$ cat src/rtl/eth_rx_pkg.sv
// eth_rx_pkg: shared types and constants for the Ethernet receive frame checker.
//   - rx_state_e    : receive FSM states
//   - PREAMBLE_BYTE, SFD_BYTE : framing bytes
//   - CRC32_* constants and reflect32() bit-reversal helper
package eth_rx_pkg;

    localparam int unsigned BYTE_WIDTH = 8;
    localparam int unsigned CRC_WIDTH  = 32;

    typedef enum logic [1:0] {
        ST_IDLE     = 2'd0,
        ST_PREAMBLE = 2'd1,
        ST_DATA     = 2'd2,
        ST_DROP     = 2'd3
    } rx_state_e;

    localparam logic [BYTE_WIDTH-1:0] PREAMBLE_BYTE = 8'h55;
    localparam logic [BYTE_WIDTH-1:0] SFD_BYTE      = 8'hD5;

    // Mirror a 32-bit word end for end (normal <-> reflected CRC form).
    function automatic logic [CRC_WIDTH-1:0] reflect32(input logic [CRC_WIDTH-1:0] x);
        logic [CRC_WIDTH-1:0] r;
        for (int i = 0; i < int'(CRC_WIDTH); i++) begin
            r[i] = x[CRC_WIDTH-1-i];
        end
        return r;
    endfunction

    localparam logic [CRC_WIDTH-1:0] CRC32_POLY      = 32'h04C11DB7;
    // Reflected polynomial, 0xEDB88320.
    localparam logic [CRC_WIDTH-1:0] CRC32_POLY_REFL = reflect32(CRC32_POLY);
    localparam logic [CRC_WIDTH-1:0] CRC32_INIT      = 32'hFFFFFFFF;
    // Residue in normal bit order; the reflected register holds 0xDEBB20E3.
    localparam logic [CRC_WIDTH-1:0] CRC32_RESIDUE   = 32'hC704DD7B;

endpackage : eth_rx_pkg

$ cat src/rtl/eth_rx_frame_checker_crc32_d8.sv
// crc32_d8: combinational one-byte CRC-32 step, LSB-first (reflected) form.
//   i_crc   : current CRC register
//   i_data  : byte to fold in, bit 0 first
//   o_crc_c : updated CRC register
module crc32_d8
    import eth_rx_pkg::*;
(
    input  logic [CRC_WIDTH-1:0]  i_crc,
    input  logic [BYTE_WIDTH-1:0] i_data,
    output logic [CRC_WIDTH-1:0]  o_crc_c
);

    logic [CRC_WIDTH-1:0] w_crc;

    // Eight unrolled right-shift steps with conditional polynomial XOR.
    always_comb begin
        w_crc = i_crc ^ {(CRC_WIDTH-BYTE_WIDTH)'(0), i_data};
        for (int i = 0; i < int'(BYTE_WIDTH); i++) begin
            if (w_crc[0]) begin
                w_crc = (w_crc >> 1) ^ CRC32_POLY_REFL;
            end else begin
                w_crc = w_crc >> 1;
            end
        end
        o_crc_c = w_crc;
    end

endmodule : crc32_d8

$ cat config.mk
export PLATFORM = sky130hd
export DESIGN_NAME = crc32_d8
export DESIGN_NICKNAME = d
export VERILOG_FILES = /design/src/rtl/eth_rx_pkg.sv /design/src/rtl/eth_rx_frame_checker_crc32_d8.sv
export SDC_FILE = /design/constraint.sdc
export NUM_CORES = 1
export LEC_CHECK = 0
export CELL_PAD_IN_SITES_DETAIL_PLACEMENT = 1
export CELL_PAD_IN_SITES_GLOBAL_PLACEMENT = 2
export CORE_ASPECT_RATIO = 0.8
export CORE_UTILIZATION = 19
export DETAILED_ROUTE_END_ITERATION = 10
export PLACE_DENSITY_LB_ADDON = 0.1
export SYNTH_ARGS = -nofsm -noshare
export SYNTH_HDL_FRONTEND = slang
export SYNTH_SLANG_ARGS = --single-unit
$ cat constraint.sdc
create_clock -name vclk -period 2
set_input_delay 0.4 -clock vclk [all_inputs]
set_output_delay 0.4 -clock vclk [all_outputs]
set_load 0.02 [all_outputs]
==> results of run 1 <==
[per-layer routing]
metal	up-vias	wire [um]	global-route usage (%)
met2	33	2000	26.7
li1	485	-	-
met3	0	184	0.833
met4	0	0	0
met1	466	1240	14.6
met5	-	0	0
[how the worst max path moves through the flow]
stage,cells after the start,endpoint,slack (ns)
2_1_floorplan,3,o_crc_c[17],0.002
3_3_place_gp,6,o_crc_c[23],-0.98
3_5_place_dp,6,o_crc_c[20],-1.01
4_1_cts,7,o_crc_c[26],-0.14
5_1_grt,8,o_crc_c[7],-0.14
6_report,8,o_crc_c[7],-0.08
[worst min-delay path, cell delays in order]
cell and delay [ns]:
clkdlybuf4s50_1 0.47, xnor2_1 0.07, clkbuf_2 0.15
[timing repair]
| item | 4_1_cts | 5_1_grt |
|---|---|---|
| endpoints found under the setup margin | 32 | 25 |
| setup buffers | 35 | 8 |
| resized for setup | 285 | 43 |
| pin swaps | 33 | 26 |
[synth_stat cells, drive strengths merged]
cell	number
xor2	7
inv	1
xnor3	12
xor3	6
xnor2	38
[cell families after synthesis]
family	share of synthesized area [%]
buf+inv	0.393
xor+xnor	99.6
[area by class of cell]
class / count / area [um^2] / area share (%)
inverters: 1 / 8.76 / 0.323
multi-input cells: 63 / 1210 / 44.8
well taps: 60 / 75.1 / 2.77
repair buffers: 139 / 1410 / 52.1
[where the power goes]
part | switching, mW | internal (mW)
Combinational | 0.876 | 1.24
Sequential | 0 | 0
Clock | 0 | 0
Total | 0.876 | 1.24
==> reports/qor.txt, run 1 <==
Syn Area/Cell: 14.9 um^2
FFs & Latches: 0
Initial antenna violation count: 0
# fillers: 470
Kind of cell adding the most delay to the critical path: buffers and inverters
Final min period: 2.08 ns
Storage element area: 0 um^2
WHS Endpoint: o_crc_c[12]
Core Rows: 22
Worst setup path start: i_data[5]
Most frequent cells in the layout: buf_6 (51), buf_4 (38), clkdlybuf4s50_1 (22)
Overflow after GRT: 0
CP Buf/Inv Count: 5
Die ar.: 0.00531 mm^2
Most common library cell in the layout ignoring fill and taps: buf_6
Least-Margin Pin Slew: 0.276 ns
Dpl hpwl: 2440 um
CP required: 1.60 ns
Clock buffers: 0
Status: finished, violations left
P_leak: 1.31 nW
First-pass GRT wire length: 5280 um
Max-slew headroom: 81.6%
Critical Path Start Type: primary input
Max Cap Viol: 0
WHS: 1.48 ns
DP Cell Count: 223
CORE AREA: 0.00471 mm^2
Final setup margin: -0.0830 ns
Die H: 65.4 um
Layout cells sized above 1: 70.4%
Largest net degree at the start of global routing: 5
Final wirelength: 3430 um
Hold Buf Count CTS: 0
CP Cell Sequence: buf_8 -> xnor2_4 -> buf_4 -> buf_6 -> xnor3_2 -> buf_6 -> xnor2_2 -> buf_4
Die X-Extent: 81.3 um
Layout Cells excl Fill: 263
Number of global-route vias before repair: 1115
Post-Syn Instances: 64
Area Growth Syn to Fin: 184%
Post-DP Area: 0.00197 mm^2
Routed Antenna Nets: 0
Worst Path Arrival: 1.68 ns
Final Hold Viols: 0
Hold path startpoint: i_crc[20]
Netlist cell types: 9
Critical path's slowest cell: xnor3_2
Avg Vias per Cell: 3.74
Area share of the largest cell type after synthesis: 26.0%
ANT cells: 0
Fmax: 480 MHz
Syn nets: 104
RSZ-0062 raised after global routing: yes
Initial Util: 20.3%
Peak supply drop: 334 uV
DR WL/cell: 13.0 um
Fin util: 57.5%
Slew Limit Fails: 0
Mapped Area: 955 um^2
Crit. End Element: primary output
Residual DRC count: 0
Slowest cell delay on critical path: 0.37 ns
DP Worst Slack: -1.01 ns
Total chip power: 2.11 mW
Drt pass-1 iters: 2
IO Port Bufs: 72
Area leader, netlist: xnor3_1
Final instance area: 0.00271 mm^2
Final net count: 245
Sequential area share after synthesis: 0%
Total negative slack: -0.720 ns
Boundary Pins: 72
Failing checks: setup timing
Period utilization: 104%
Largest cells by area after synthesis: xnor3_1 (26%), xnor2_1 (24%), xor3_1 (15%)
Pwr dens: 780 mW/mm^2
GRT Total Usage: 12.7%
CP Class: in2out
Yosys warnings: 0
Endpoints failing setup: 15
Gpl congestion: 0.648
First DRT Iteration DRCs: 9
Crit Path Max Fanout: 2
Hold Crit Class: in2out
Hold Path Stages: 3
Total via count in the routed design: 984
Power figures use the tool's default switching activity.
==> inputs of run 2 (changes only) <==
--- a/config.mk
+++ b/config.mk
@@ -5,6 +5,7 @@
 export SDC_FILE = /design/constraint.sdc
 export NUM_CORES = 1
 export LEC_CHECK = 0
+export ABC_AREA = 0
 export CELL_PAD_IN_SITES_DETAIL_PLACEMENT = 1
 export CELL_PAD_IN_SITES_GLOBAL_PLACEMENT = 2
 export CORE_ASPECT_RATIO = 0.8
==> results of run 2 <==
Same layout as run 1: the final DEF is identical, and so are final timing and power.
==> inputs of run 3 (changes only) <==
--- a/config.mk
+++ b/config.mk
@@ -12,6 +12,7 @@
 export CORE_UTILIZATION = 19
 export DETAILED_ROUTE_END_ITERATION = 10
 export PLACE_DENSITY_LB_ADDON = 0.1
+export SETUP_SLACK_MARGIN = 0.1
 export SYNTH_ARGS = -nofsm -noshare
 export SYNTH_HDL_FRONTEND = slang
 export SYNTH_SLANG_ARGS = --single-unit
==> run 3 against run 2 <==
Net effect:
- the run still ends with setup timing left
- setup slack got worse by 0.069 ns
- via count is 0.30% lower
- cell count fell by 2.7%
- combinational power grew 3%
- cell area is 0.83% lower
- first-iteration DRC count decreased by 33%
- wire length grew 0.99%
- critical path depth did not move
- highest routed layer unchanged
==> reports/qor.txt, run 3 (synthesized netlist as in run 1, its figures left out) <==
Total chip power: 2.18 mW (+3.2%)
Drt pass-1 iters: 3 (+1)
Storage element area: 0 um^2 (unchanged)
Clock buffers: 0 (unchanged)
Dpl hpwl: 2480 um (+1.6%)
ANT cells: 0 (unchanged)
Total negative slack: -0.858 ns (-0.138 ns)
Max Cap Viol: 0 (unchanged)
Routed Antenna Nets: 0 (unchanged)
Failing checks: setup timing
Slew Limit Fails: 0 (unchanged)
Initial Util: 20.3% (unchanged)
First DRT Iteration DRCs: 6 (-3)
Crit Path Max Fanout: 3 (+1)
CP dominant cell by count: buf_6
Final setup margin: -0.152 ns (-0.0686 ns)
RSZ-0062 raised after global routing: yes
Most frequent cells in the layout: buf_6 (53), buf_4 (32), clkdlybuf4s50_1 (22)
Period utilization: 108% (+3.4 points)
Critical path's slowest cell: xnor3_2
# fillers: 451 (-4.0%)
CORE AREA: 0.00471 mm^2 (unchanged)
CP required: 1.60 ns (about the same)
Total via count in the routed design: 981 (-0.30%)
Initial antenna violation count: 0 (unchanged)
Area Growth Syn to Fin: 181%
GRT Total Usage: 13.7% (+0.94 points)
Crit. End Element: primary output
Die ar.: 0.00531 mm^2 (unchanged)
FFs & Latches: 0 (unchanged)
Hold Crit Class: in2out
Core Rows: 22 (unchanged)
Pwr dens: 812 mW/mm^2 (+4.1%)
Boundary Pins: 72 (unchanged)
Worst Path Arrival: 1.75 ns (+0.07 ns)
Overflow after GRT: 0 (unchanged)
Final min period: 2.15 ns (+0.0686 ns)
Most common library cell in the layout ignoring fill and taps: buf_6
Final net count: 238 (-2.9%)
CP Cell Sequence: buf_8 -> xnor2_4 -> buf_12 -> xnor2_4 -> buf_6 -> buf_6 -> xnor3_2 -> buf_6
Layout Cells excl Fill: 256 (-2.7%)
P_leak: 1.29 nW (-1.7%)
DP Cell Count: 224 (+0.45%)
Die H: 65.4 um (unchanged)
IO Port Bufs: 72 (unchanged)
Status: finished, violations left
DR WL/cell: 13.5 um (+3.8%)
Avg Vias per Cell: 3.83 (+2.4%)
Final Hold Viols: 0 (unchanged)
Die X-Extent: 81.3 um (unchanged)
Final wirelength: 3460 um (+0.99%)
Endpoints failing setup: 14 (-1)
CP Class: in2out
Gpl congestion: 0.732 (+13%)
First-pass GRT wire length: 5540 um (+5.0%)
Least-Margin Pin Slew: 0.266 ns (-0.00932 ns)
Number of global-route vias before repair: 1150 (+3.1%)
Max-slew headroom: 82.1% (+0.56 points)
Layout cells sized above 1: 71.4% (+0.99 points)
Residual DRC count: 0 (unchanged)
Largest net degree at the start of global routing: 5 (unchanged)
Peak supply drop: 496 uV (+48%)
Fmax: 465 MHz (-3.2%)
Slowest cell delay on critical path: 0.41 ns (+0.04 ns)
Critical Path Start Type: primary input
[run 3: what timing repair did]
action                     4_1_cts  5_1_grt
resized for setup              310       30
setup endpoints to repair       32       28
hold buffers                     0        0
pin swaps                       34       17
gates cloned                     0        0
buffers inserted                30        5
[run 3: critical path, delay by kind of cell]
| kind | cells | cell delay, ns |
|---|---|---|
| xor+xnor | 3 | 0.75 |
| buf+inv | 5 | 0.60 |
[run 3: layer usage]
layer | vias to the layer above | global-route usage [%] | wire length (um)
met2 | 31 | 29.1 | 2050
met1 | 475 | 15.5 | 1260
met5 | - | 0 | 0
li1 | 475 | - | -
met3 | 0 | 0.556 | 148
met4 | 0 | 0 | 0
[run 3: stage by stage]
stage          worst slack (ns)  hold slack, ns  util [%]  area, um^2
2_1_floorplan           0.00190           0.899         -        1020
4_1_cts                  -0.161            1.49      54.7        2570
5_1_grt                  -0.193            1.51      57.1        2690
3_5_place_dp             -0.955            1.87      43.3        2040
3_3_place_gp             -0.913            1.87      43.3        2040
6_report                 -0.152            1.49      57.1        2690
[run 3: where the power goes]
group          leakage [nW]  internal, mW  switching (mW)
sequential                0             0               0
clock                     0             0               0
combinational          1.29          1.28           0.904
[run 3: area by class of cell]
cell class / count / area [um^2] / area share [%]
repair buffers: 132 / 1370 / 51.1
multi-input cells: 63 / 1230 / 45.9
well taps: 60 / 75.1 / 2.79
inverters: 1 / 6.26 / 0.233
[run 3: worst paths after layout]
check                      from           to  slack (ns)  cells past startpoint
worst min-delay path   i_crc[9]   o_crc_c[1]        1.49                      3
worst max-delay path  i_data[1]  o_crc_c[26]       -0.15                      8
